File: config.mk
export PLATFORM = sky130hd
export DESIGN_NAME = router_input_buffer
export DESIGN_NICKNAME = d
export VERILOG_FILES = /design/src/rtl/router_input_buffer.sv
export SDC_FILE = /design/constraint.sdc
export NUM_CORES = 1
export LEC_CHECK = 0
export ABC_CLOCK_PERIOD_IN_PS = 2400
export CORE_ASPECT_RATIO = 1.75
export CORE_UTILIZATION = 50
export DETAILED_ROUTE_END_ITERATION = 6
export HOLD_SLACK_MARGIN = 0.03
export PLACE_DENSITY = 0.77
export SKIP_CTS_REPAIR_TIMING = 1
export SLEW_MARGIN = 30
export SYNTH_ARGS = -nofsm -noshare
export SYNTH_HDL_FRONTEND = slang
export SYNTH_SLANG_ARGS = --single-unit
File: constraint.sdc
create_clock -name clk -period 2.4 [get_ports clk]
set_input_delay 0.48 -clock clk [delete_from_list [all_inputs] [get_ports clk]]
set_output_delay 0.48 -clock clk [all_outputs]
set_load 0.005 [all_outputs]
File: src/rtl/router_input_buffer.sv
// router_input_buffer
//   Per-direction input FIFO of the 5-port mesh router, upstream of the arbiter.
//   Buffers incoming flits, presents the head flit, its destination address and an
//   empty flag to the arbiter, pops on the arbiter's read strobe and returns one
//   credit pulse upstream per freed slot.
//
// Ports
//   clk            router clock, all state on posedge
//   reset          asynchronous active-high reset
//   in_valid_i     upstream writes in_flit_i this cycle
//   in_flit_i      incoming flit
//   credit_o       registered one-cycle pulse: one slot freed
//   arb_read_i     arbiter pop strobe
//   arb_empty_o    FIFO empty
//   arb_address_o  head flit address field (valid when !arb_empty_o)
//   flit_o         head flit (valid when !arb_empty_o)
//   count_o        current occupancy
//   overflow_o     sticky: push while full without a pop
//   underflow_o    sticky: read strobe while empty
//   peak_o         max occupancy since reset (only with ROUTER_INBUF_PEAK_EN)
//
// Optional feature macro: ROUTER_INBUF_PEAK_EN adds peak_o and its register.
module router_input_buffer #(
   parameter int unsigned FLIT_WIDTH = 32,
   parameter int unsigned ADDR_LSB   = 0,
   parameter int unsigned DEPTH      = 4
) (
   input  logic                         clk,
   input  logic                         reset,
   input  logic                         in_valid_i,
   input  logic [FLIT_WIDTH-1:0]        in_flit_i,
   output logic                         credit_o,
   input  logic                         arb_read_i,
   output logic                         arb_empty_o,
   output logic [7:0]                   arb_address_o,
   output logic [FLIT_WIDTH-1:0]        flit_o,
   output logic [$clog2(DEPTH+1)-1:0]   count_o,
   output logic                         overflow_o,
   output logic                         underflow_o
`ifdef ROUTER_INBUF_PEAK_EN
   ,
   output logic [$clog2(DEPTH+1)-1:0]   peak_o
`endif
);

   localparam int unsigned PtrW = $clog2(DEPTH);
   localparam int unsigned CntW = $clog2(DEPTH + 1);

   logic [FLIT_WIDTH-1:0] mem_q [DEPTH];
   logic [PtrW-1:0]       wr_ptr_q, wr_ptr_d;
   logic [PtrW-1:0]       rd_ptr_q, rd_ptr_d;
   logic [CntW-1:0]       count_q, count_d;
   logic                  credit_q;
   logic                  overflow_q, overflow_d;
   logic                  underflow_q, underflow_d;
   logic                  full, empty;
   logic                  push, pop;

   assign empty = (count_q == '0);
   assign full  = (count_q == CntW'(DEPTH));

   // A pop frees a slot in the same cycle, so a push into a full FIFO is accepted
   // when it coincides with a pop.
   assign pop  = arb_read_i && !empty;
   assign push = in_valid_i && (!full || pop);

   always_comb begin
      wr_ptr_d    = wr_ptr_q;
      rd_ptr_d    = rd_ptr_q;
      count_d     = count_q;
      overflow_d  = overflow_q;
      underflow_d = underflow_q;

      if (push) begin
         wr_ptr_d = wr_ptr_q + PtrW'(1);
      end
      if (pop) begin
         rd_ptr_d = rd_ptr_q + PtrW'(1);
      end
      if (push && !pop) begin
         count_d = count_q + CntW'(1);
      end else if (pop && !push) begin
         count_d = count_q - CntW'(1);
      end
      if (in_valid_i && full && !pop) begin
         overflow_d = 1'b1;
      end
      if (arb_read_i && empty) begin
         underflow_d = 1'b1;
      end
   end

   always_ff @(posedge clk or posedge reset) begin
      if (reset) begin
         wr_ptr_q    <= '0;
         rd_ptr_q    <= '0;
         count_q     <= '0;
         credit_q    <= 1'b0;
         overflow_q  <= 1'b0;
         underflow_q <= 1'b0;
      end else begin
         wr_ptr_q    <= wr_ptr_d;
         rd_ptr_q    <= rd_ptr_d;
         count_q     <= count_d;
         credit_q    <= pop;
         overflow_q  <= overflow_d;
         underflow_q <= underflow_d;
      end
   end

   // Storage is deliberately not reset; contents are qualified by count_q.
   always_ff @(posedge clk) begin
      if (push) begin
         mem_q[wr_ptr_q] <= in_flit_i;
      end
   end

   assign flit_o        = mem_q[rd_ptr_q];
   assign arb_address_o = flit_o[ADDR_LSB +: 8];
   assign arb_empty_o   = empty;
   assign count_o       = count_q;
   assign credit_o      = credit_q;
   assign overflow_o    = overflow_q;
   assign underflow_o   = underflow_q;

`ifdef ROUTER_INBUF_PEAK_EN
   logic [CntW-1:0] peak_q;

   // Tracks the registered count, so the peak lags a count change by one cycle.
   always_ff @(posedge clk or posedge reset) begin
      if (reset) begin
         peak_q <= '0;
      end else if (count_q > peak_q) begin
         peak_q <= count_q;
      end
   end

   assign peak_o = peak_q;
`endif

endmodule
# Word level (Yosys, flattened, before mapping)
# Memory sizes are Yosys's and may differ from the RTL's.
# Index checks and enable logic that the tools add are counted.
[totals]
n_memories = 1
register_bits = 10
inputBits = 36
output_inout_bits = 47
ram_bits = 128
wordCells = 30
[op_classes]
mux = 4
eq_ne = 1
reduce_logical = 14
n_addsub = 4
[memory_table]
columns = ["name", "depth", "word_bits", "rd", "rd_ports_with_merged_regs", "wr", "line_no", "source"]
rows = [
  ["mem_q", 4, 32, 1, 0, 1, "49", "logic [FLIT_WIDTH-1:0] mem_q [DEPTH];"],
]
[ops]
columns = ["operator", "n"]
rows = [
  ["logical AND 1 bit", 7],
  ["two-way mux 3 bit", 2],
  ["adder 2 x 1 -> 2 bit, second input constant", 2],
  ["zero test 1 bit", 4],
  ["adder 3 x 1 -> 3 bit, second input constant", 1],
  ["equality test 3 bit, second input constant", 1],
  ["zero test 3 bit", 1],
  ["subtractor 3 x 1 -> 3 bit, second input constant", 1],
  ["two-way mux 1 bit", 2],
  ["nonzero test 2 bit", 1],
  ["logical OR 1 bit", 1],
]

# Longest topological paths before layout
# Gate-level depths: netlist of run 1.
[logic_depth]
ltp_word = 9
mapped_depth = 9
depth_no_buf = 8

# Least setup slack after synthesis of run 1
# Ideal clock, no wire load.
[synth_path]
path_type = "reg-to-reg"
start = "reg count_q[0], in the netlist count_o[0]"
end = "mem mem_q[2][0], enable pin"
setup_slack_ps = 366
synth_period_minus_slack_ps = 2034
required_ps = 2008
arrival_ps = 1642
stages_incl_launch_ff = 5
n_path_buf = 1
path_cell_list = "dfrtp_1 nor4b_4 nor2b_1 buf_6 and2_1"
[synth_via]
elab_chain_cells = 7
elab_cells_between_ends = 9
classes_between = "eq/ne: 1; mux: 2; reduce/logical: 6"
[synth_rtl]
columns = ["item", "line_no", "source"]
rows = [
  ["start: declaration", "52", "logic [CntW-1:0] count_q, count_d;"],
  ["start signal: assignment", "104", "count_q <= count_d;"],
  ["zero test 3 bit", "59", "assign empty = (count_q == '0);"],
  ["zero test 1 bit", "64", "assign pop = arb_read_i && !empty;"],
  ["logical AND 1 bit", "64", ""],
  ["logical OR 1 bit (*)", "65", "assign push = in_valid_i && (!full || pop);"],
  ["logical AND 1 bit (*)", "65", ""],
  ["named net push", "57", "logic push, pop;"],
  ["two-way mux 1 bit (*)", "113", "if (push) begin"],
  ["two-way mux 1 bit (not written as such) (*)", "114", "mem_q[wr_ptr_q] <= in_flit_i;"],
  ["end: declaration", "49", ""],
]
# Mark *: on every way through the listed nets, which the timed path passes. The rest lies on a longest branch.

# Worst setup path in the final report of run 1
[layout_path]
start = "reg count_q[0], in the netlist count_o[0]"
end = "out arb_empty_o"
[layout_via]
elab_chain_cells = 1
[layout_rtl]
columns = ["item", "line_no", "source"]
rows = [
  ["zero test 3 bit", "59", ""],
  ["end: declaration", "34", "output logic arb_empty_o,"],
]
# No other way between the ends.

==> results of run 1 <==
[where the power goes]
part | switching (mW) | leakage, nW | internal [mW]
combinational | 1.10 | 1.13 | 1.66
clock | 0.947 | 0.278 | 1.63
sequential | 0.189 | 1.29 | 3.19
[path summary, 6_finish.rpt]
check	to	start	cells past startpoint	slack, ns
max	arb_empty_o	count_o[0]	2	0.12
min	count_o[1]	reset	2	0.38
max reg2reg	count_o[1]	count_o[0]	6	0.40
min reg2reg	overflow_o	overflow_o	1	0.46
max in group asynchronous	rd_ptr_q[0]	reset	2	1.72
min in group clk	overflow_o	overflow_o	1	0.46
[cells by family after synthesis]
kind of cell	Yosys count	share of synthesized area (%)
compound gates	3	0.456
xor+xnor	6	1.01
fa+ha+maj	6	1.58
mux	34	14.3
buf+inv	22	2.83
flops	138	78.5
simple gates	9	1.30
[worst register-to-register path: stages, from the launching register on]
cell	delay (ns)
dfrtp_1	0.48
nor4b_4	0.34
nor2b_1	0.11
ha_1	0.23
inv_1	0.07
fa_1	0.40
mux2_2	0.26
[cells in the final DEF, fill, tap and decap left out]
| master | instances |
|---|---|
| clkinv_4 | 1 |
| xnor2_1 | 3 |
| clkbuf_16 | 18 |
| nor4b_4 | 1 |
| mux4_2 | 32 |
| bufinv_16 | 3 |
| ha_1 | 5 |
| nor3_1 | 1 |
| a21o_1 | 2 |
| inv_6 | 3 |
| inv_1 | 5 |
| mux2_2 | 1 |
| clkdlybuf4s50_1 | 42 |
| clkinv_2 | 2 |
| nor2_1 | 1 |
| dfrtp_2 | 1 |
| clkinvlp_4 | 5 |
| xor2_1 | 3 |
| edfxtp_1 | 128 |
| buf_4 | 5 |
| nor2b_1 | 1 |
| and2_2 | 4 |
| buf_12 | 7 |
| mux2_4 | 1 |
| o31a_1 | 1 |
| dfrtp_1 | 9 |
| dlymetal6s2s_1 | 40 |
| fa_1 | 1 |
| nand2_1 | 1 |
[stage by stage]
stage / instance area [µm²] / instances
5_1_grt: 6970 / 454
4_1_cts: 6830 / 452
3_3_place_gp: 6230 / 421
3_5_place_dp: 6230 / 421
6_report: 6970 / 454
2_1_floorplan: 5220 / 218
[flip-flops by register name, indices dropped and copies added (netlist names)]
register     cells
wr_ptr_q         2
count_o          3
overflow_o       1
credit_o         1
rd_ptr_q         2
mem_q          128
underflow_o      1
[area by class of cell]
type                    instances  area share, %
clock buffers                  17           6.10
clock inverters                14           2.48
inverters                       5          0.269
multi-input cells              58           14.0
flip-flops and latches        138           58.7
well taps                     127           2.28
repair buffers                 95           16.1
[synthesized netlist by cell type]
| cell | number |
|---|---|
| mux2_2 | 1 |
| buf_6 | 4 |
| ha_1 | 5 |
| dfrtp_1 | 10 |
| buf_4 | 8 |
| nor2_1 | 1 |
| xor2_1 | 3 |
| a21o_1 | 2 |
| nand2_1 | 1 |
| xnor2_1 | 3 |
| nor3_1 | 1 |
| inv_1 | 5 |
| o31a_1 | 1 |
| nor4b_4 | 1 |
| mux2_4 | 1 |
| nor2b_1 | 1 |
| clkbuf_1 | 1 |
| mux4_2 | 32 |
| edfxtp_1 | 128 |
| fa_1 | 1 |
| buf_2 | 4 |
| and2_1 | 4 |
[per-layer routing]
layer | global-route usage (%) | up-vias | share of wire, %
met5 | 0 | - | 0
li1 | - | 1083 | -
met1 | 19.8 | 1272 | 38
met4 | 10.6 | 0 | 3.2
met3 | 6.00 | 21 | 4.0
met2 | 31.1 | 73 | 55
==> results_dict.tcl, run 1 <==
set metrics [dict create \
    dieArea_um2 10900 \
    seqCellArea_um2 4100 \
    ys_seq_area_share_pct 78.5 \
    fin_ws_ns 0.122 \
    drive_above_1_share_pct 25.7 \
    synth_area_leaders "edfxtp_1, mux4_2, dfrtp_1" \
    clock_path_buffers 2 \
    fp.dieH_um 137 \
    worst_slew_pin_slew_ns 0.389 \
    irDropWorstVdd_v 0.000808 \
    finalNetCount 357 \
    synth_cell_type_count 22 \
    tns_ns 0 \
    setup_violations 0 \
    synthesis.area_um2 5220 \
    dieWidth_um 79.2 \
    clock_sinks 138 \
    cp_cell_sequence "nor3_1 > clkdlybuf4s50_1" \
    fin_hold_ws_ns 0.384 \
    ant_nets 0 \
    crit_family "buffers and inverters" \
    synth_top_area_cell "edfxtp_1" \
    cts-buffers-inserted 17 \
    diodes 0 \
    path_buf_inv 1 \
    grtUsageTotal_pct 18.3 \
    drtIter0Drc 124 \
    wl_per_cell_um 19.9 \
    fmax_ghz 0.439 \
    p_per_area_nw_per_um2 1250 \
    slew_headroom_pct 74.0 \
    grt_pass1_wl_mm 13.7 \
    syn_avg_cell_area_um2 23.9 \
    syn2layout_area_growth_pct 33.7 \
    rows 49 \
    multi_input_area_um2 978 \
    routabilityCongestion 0.674 \
    final_hold_viol_count 0 \
    htreeDepth 4 \
    clkLatencyLatePin_ns 0.41 \
    cts_tree "built" \
    slew_viol_final 0 \
    power.total_mw 8.72 \
    period_minus_slack_ns 2.28 \
    dp_slack_ns -0.0775 \
    start_util_pct 50.9 \
    dr.pass1.iters 4 \
    synth_top_area_share_pct 73.7 \
    crit_type "register to output port" \
    clkTransAtPathRegs_ns 0.05 \
    hp-class "primary input to asynchronous set/reset pin" \
    grt_overflow_total 0 \
    vias 2449 \
    grt_antenna_before_repair 0 \
    wl_mm 9.02 \
    slowest_stage "clkdlybuf4s50_1" \
    grt_max_degree 33 \
    power.leakage_nw 2.70 \
    fillCellCount 630 \
    finalCritPeriodShare_pct 94.9 \
    core_area_um2 10200 \
    io_pins 83 \
    crit_fanout 6 \
    critPathMaxStageDelay_ns 0.57 \
    arrival_ns 1.80 \
    worstPathRequired_ns 1.92 \
    finalClockSkew_ns 0.00433 \
    root_buffer "clkbuf_16" \
    dp_hpwl_mm 5.58 \
    max_cap_violations 0 \
    yosysWarnings 0 \
    vias_per_cell 5.39 \
    synth_fp_nets 260 \
    ys_ff_latch 138 \
    critPathLaunchType "register" \
    outcome "complete, no violations" \
    setup.worst_path.end_class "output port" \
    syn-instance-count 218 \
    grt_setup_unrepaired "false" \
    route.detailed.drc 0 \
    grt_pass1_vias 2634 \
    io_buffers 82 \
    finish.utilization_pct 68.1 \
]
Note: power is estimated with default switching activity, not from simulation.
==> inputs of run 2 (changes only) <==
--- a/config.mk
+++ b/config.mk
@@ -5,12 +5,12 @@
 export SDC_FILE = /design/constraint.sdc
 export NUM_CORES = 1
 export LEC_CHECK = 0
-export ABC_CLOCK_PERIOD_IN_PS = 2400
+export ABC_CLOCK_PERIOD_IN_PS = 2230
 export CORE_ASPECT_RATIO = 1.75
-export CORE_UTILIZATION = 50
+export CORE_UTILIZATION = 25
 export DETAILED_ROUTE_END_ITERATION = 6
 export HOLD_SLACK_MARGIN = 0.03
-export PLACE_DENSITY = 0.77
+export PLACE_DENSITY = 0.45
 export SKIP_CTS_REPAIR_TIMING = 1
 export SLEW_MARGIN = 30
 export SYNTH_ARGS = -nofsm -noshare
==> constraint.sdc (replaced) <==
create_clock -name clk -period 2.23 [get_ports clk]
set_input_delay 0.446 -clock clk [delete_from_list [all_inputs] [get_ports clk]]
set_output_delay 0.446 -clock clk [all_outputs]
set_load 0.005 [all_outputs]
==> run 2 against run 1 <==
The flow now finishes with violations (design-rule violations, negative setup slack). Largest power group unchanged. Sequential cell count stayed put. Core utilization fell by 33 points. Via count rose by 2.4%. Clock-buffer cell count stayed put.
==> results_dict.tcl, run 2 (same netlist as run 1, synthesis figures left out) <==
set metrics [dict create \
    outcome "finished with violations" \
    violations "design-rule violations, negative setup slack" \
    fp.dieH_um 193 \
    final_hold_viol_count 0 \
    cts-buffers-inserted 17 \
    vias_per_cell 4.25 \
    final_cell_mix "edfxtp_1, clkdlybuf4s50_1, mux4_2" \
    finalCritPeriodShare_pct 105 \
    clock_sinks 138 \
    grtUsageTotal_pct 10.6 \
    vias 2509 \
    rows 69 \
    postPlaceCellArea_um2 6500 \
    start_util_pct 25.6 \
    worstPathRequired_ns 1.78 \
    finalClockSkew_ns 0.00762 \
    worst_slew_pin_slew_ns 0.463 \
    clkLatencyLatePin_ns 0.41 \
    wl_mm 10.7 \
    clkTransAtPathRegs_ns 0.06 \
    arrival_ns 1.89 \
    fillCellCount 1925 \
    htreeDepth 4 \
    drive_above_1_share_pct 38.2 \
    dieWidth_um 111 \
    grt_antenna_before_repair 1 \
    io_buffers 82 \
    dp_slack_ns -0.177 \
    grt_max_degree 22 \
    fin_area_um2 7170 \
    period_minus_slack_ns 2.33 \
    grt_setup_unrepaired "true" \
    route.detailed.drc 6 \
    irDropWorstVdd_v 0.000484 \
    fmax_ghz 0.429 \
    drtIter0Drc 117 \
    largest_reg_flops 128 \
    hp-class "primary input to asynchronous set/reset pin" \
    finalNetCount 373 \
    fin_ws_ns -0.101 \
    cts_tree "built" \
    slew_viol_final 0 \
    grt_overflow_total 0 \
    dr.pass1.iters 6 \
    max_cap_violations 0 \
    core_area_um2 20400 \
    routabilityCongestion 0.668 \
    critPathLaunchType "register" \
    crit_fanout 8 \
    grt_pass1_wl_mm 16.1 \
    ant_nets 0 \
    setup.worst_path.end_class "output port" \
    mostFrequentLayoutCell "edfxtp_1" \
    power.leakage_nw 2.57 \
    dp_hpwl_mm 6.86 \
    setup_violations 22 \
    io_pins 83 \
    largest_register "mem_q" \
    p_per_area_nw_per_um2 1360 \
    clock_path_buffers 2 \
    slew_headroom_pct 69.1 \
    wl_per_cell_um 18.1 \
    finish.utilization_pct 35.2 \
    syn2layout_area_growth_pct 37.5 \
    diodes 0 \
    root_buffer "clkbuf_16" \
    dieArea_um2 21500 \
    crit_type "register to output port" \
    grt_pass1_vias 2812 \
]
-- run 2: worst paths after layout --
path | from | end | slack, ns | cells after the start
worst max-delay path | rd_ptr_q[0] | flit_o[12] | -0.10 | 6
worst min-delay path | reset | count_o[1] | 0.35 | 2
worst max register to register | count_o[0] | count_o[1] | 0.26 | 6
worst min register to register | overflow_o | overflow_o | 0.46 | 1
max in group asynchronous | reset | rd_ptr_q[0] | 1.54 | 2
min in group clk | overflow_o | overflow_o | 0.46 | 1
-- run 2: power by group --
part | switching, mW | leakage, nW | total, mW | internal (mW)
registers | 0.191 | 1.28 | 3.62 | 3.43
clock network | 1.06 | 0.298 | 2.93 | 1.87
logic | 1.35 | 0.989 | 3.23 | 1.87
-- run 2: final cells by class --
cell class / count / area, µm² / share of cell area, %
tap: 248 / 310 / 4.33
clock inverter: 14 / 196 / 2.74
timing repair buffer: 111 / 1140 / 15.9
inverter: 5 / 18.8 / 0.262
multi-input combinational: 58 / 983 / 13.7
sequential: 138 / 4100 / 57.1
clock buffer: 17 / 425 / 5.93
-- run 2: metrics by stage --
step	cells	power, mW	hold WS (ns)	setup TNS, ns
floorplan	218	5.26	0.286	0
global placement	549	7.03	0.457	-0.166
detailed placement	549	7.08	0.451	-0.315
CTS	580	10.1	0.330	-12.39
global route	591	10.3	0.375	-3.00
finish	591	9.78	0.348	-0.945
-- run 2: worst max-delay path: stages (launching register included) --
cell      delay, ns
dfrtp_2        0.41
buf_12         0.14
buf_6          0.11
buf_12         0.13
buf_4          0.13
mux4_2         0.42
clkbuf_2       0.13
-- run 2: layer usage --
layer	wire, µm	global-route usage, %	vias to the layer above
met3	518	3.22	15
met4	218	6.08	2
li1	-	-	1115
met5	9	0	-
met2	6190	20.0	51
met1	3780	10.0	1326
==> inputs of run 3 (changes only) <==
--- a/config.mk
+++ b/config.mk
@@ -6,11 +6,12 @@
 export NUM_CORES = 1
 export LEC_CHECK = 0
 export ABC_CLOCK_PERIOD_IN_PS = 2230
-export CORE_ASPECT_RATIO = 1.75
+export CORE_ASPECT_RATIO = 0.8
 export CORE_UTILIZATION = 25
 export DETAILED_ROUTE_END_ITERATION = 6
+export DONT_BUFFER_PORTS = 1
 export HOLD_SLACK_MARGIN = 0.03
-export PLACE_DENSITY = 0.45
+export PLACE_DENSITY = 0.4
 export SKIP_CTS_REPAIR_TIMING = 1
 export SLEW_MARGIN = 30
 export SYNTH_ARGS = -nofsm -noshare
==> run 3 against run 2 <==
The run now ends clean. Global-route usage is 0.63 points lower. Clock-buffer cell count is 2 higher. Wire length decreased by 8.8%. Sequential power barely moved. Maximum frequency is 10% higher. Sequential cell count did not move. Sequential share of layout area rose by 9.5 points. Largest cell class unchanged. Highest routed layer is now met4. Hold slack worse by 0.22 ns. Register-to-register slack got worse by 0.09 ns. Core utilization decreased by 4.7 points. First-iteration DRC count fell by 6.0%. Combinational power decreased by 37%.
==> results_dict.tcl, run 3 (same netlist as run 1, synthesis figures left out) <==
set metrics [dict create \
    period_minus_slack_ns 2.11 \
    p_comb_share_pct 24.3 \
    min_to "mem_q[3][10]" \
    routabilityCongestion 0.643 \
    wl_mm 9.78 \
    slew_headroom_pct 73.6 \
    diodes 0 \
    finish.utilization_pct 30.5 \
    power.switching_mw 2.31 \
    clock_path_buffers 2 \
    cts-buffers-inserted 17 \
    critPathLaunchType "register" \
    dieArea_um2 21400 \
    dp_hpwl_mm 5.88 \
    drtIter0Drc 110 \
    root_buffer "clkbuf_16" \
    rows 46 \
    holdPathStages 0 \
    wl_met2_mm 4.59 \
    worst_slew_pin_slew_ns 0.395 \
    p_int_mw 6.00 \
    dr.pass1.iters 4 \
    arrival_ns 1.66 \
    fp.dieH_um 131 \
    route.met3.wl_um 918 \
    route.detailed.drc 0 \
    drt-met1-wl_mm 4.16 \
    fillCellCount 1957 \
    ant_nets 0 \
    crit_fanout 16 \
    grt_overflow_total 0 \
    power.leakage_nw 1.98 \
    critPathMaxStageDelay_ns 0.59 \
    drive_above_1_share_pct 33.2 \
    finalClockSkew_ns 0.00430 \
    cts_tree "built" \
    grt_setup_unrepaired "false" \
    reg2reg_from "count_o[0]" \
    clock_sinks 138 \
    hold_start "in_flit_i[10]" \
    final_cell_mix "edfxtp_1, mux4_2, clkbuf_16" \
    pwr-share-clk_pct 32.1 \
    hp-class "primary input to register" \
    max_cap_violations 0 \
    setup_violations 0 \
    grt_pass1_vias 2350 \
    clkLatencyLatePin_ns 0.41 \
    power.total_mw 8.31 \
    grt_max_degree 22 \
    largest_reg_flops 128 \
    largest_register "mem_q" \
    grtUsageTotal_pct 9.92 \
    slew_viol_final 0 \
    syn2layout_area_growth_pct 17.9 \
    htreeDepth 4 \
    p_per_area_nw_per_um2 1350 \
    irDropWorstVdd_v 0.000488 \
    swShare_pct 27.8 \
    final_hold_viol_count 0 \
    cp_cell_sequence "buf_6 > mux4_2" \
    fmax_ghz 0.474 \
    finalCritPeriodShare_pct 94.7 \
    postPlaceCellArea_um2 5570 \
    grt_pass1_wl_mm 14.8 \
    outcome "complete, no violations" \
    dieWidth_um 163 \
    finalNetCount 276 \
    p_seq_share_pct 43.6 \
    mostFrequentLayoutCell "edfxtp_1" \
    setup.worst_path.end_class "output port" \
    io_pins 83 \
    io_buffers 0 \
    fin_area_um2 6150 \
    routed.top_layer "met4" \
    grt_antenna_before_repair 0 \
    reg2reg_slack_ns 0.17 \
    vias 2111 \
    crit_type "register to output port" \
    r2r_cells 8 \
    worstPathRequired_ns 1.78 \
    tns_ns 0 \
    r2r-end "count_o[2]" \
    vias_per_cell 4.13 \
    wl_per_cell_um 19.1 \
    start_util_pct 25.9 \
    clkTransAtPathRegs_ns 0.06 \
    slowest_stage "mux4_2" \
    core_area_um2 20100 \
]
## run 3: changes by cell type in the layout (fill, tap and decap cells not counted), sizes merged
cell | previous run | this run
dlygate4sd3 | 0 | 1
buf | 29 | 13
clkbuf | 46 | 19
clkinvlp | 2 | 5
dlymetal6s2s | 11 | 0
bufinv | 4 | 2
clkdlybuf4s50 | 42 | 0
inv | 8 | 5
clkinv | 5 | 6
## run 3: worst max-delay path by stage
stage | from | to | cells after the start
floorplan | count_o[0] | mem_q[2][0] | 4
global placement | count_o[0] | count_o[2] | 8
detailed placement | count_o[0] | count_o[2] | 8
CTS | rd_ptr_q[0] | flit_o[5] | 2
global route | rd_ptr_q[0] | arb_address_o[1] | 2
finish | rd_ptr_q[0] | flit_o[5] | 2
## run 3: final cells by class
class                           count  area [µm²]  area share, %
Inverter                            5        18.8          0.305
Sequential cell                   138        4100           66.6
Multi-Input combinational cell     58         978           15.9
Tap cell                          264         330           5.37
Clock buffer                       19         433           7.04
Timing Repair Buffer               14         161           2.63
Clock inverter                     13         129           2.10
## run 3: routing by layer
layer	vias to the layer above	GRT usage, %
li1	915	-
met1	1122	11.7
met2	65	14.7
met3	9	6.00
met4	0	3.70
met5	-	0
## run 3: critical path: cells and delay by family, from the launching register on
kind	cells	cell delay, ns
flip-flops	1	0.39
buffers and inverters	1	0.26
multiplexers	1	0.59
## run 3: through the flow
step | std cells | setup WS (ns) | hold WS (ns)
floorplan | 218 | 0.196 | 0.286
global placement | 478 | 0.210 | 0.361
detailed placement | 478 | 0.175 | 0.350
CTS | 510 | -0.0373 | -0.101
global route | 511 | 0.0171 | 0.0908
finish | 511 | 0.119 | 0.126
## run 3: power groups by stage
stage	registers, mW	clock network [mW]	logic (mW)
floorplan	3.62	0	1.63
global placement	3.66	0	2.12
detailed placement	3.68	0	2.12
CTS	3.63	2.75	2.12
global route	3.68	2.87	2.24
finish	3.62	2.67	2.02
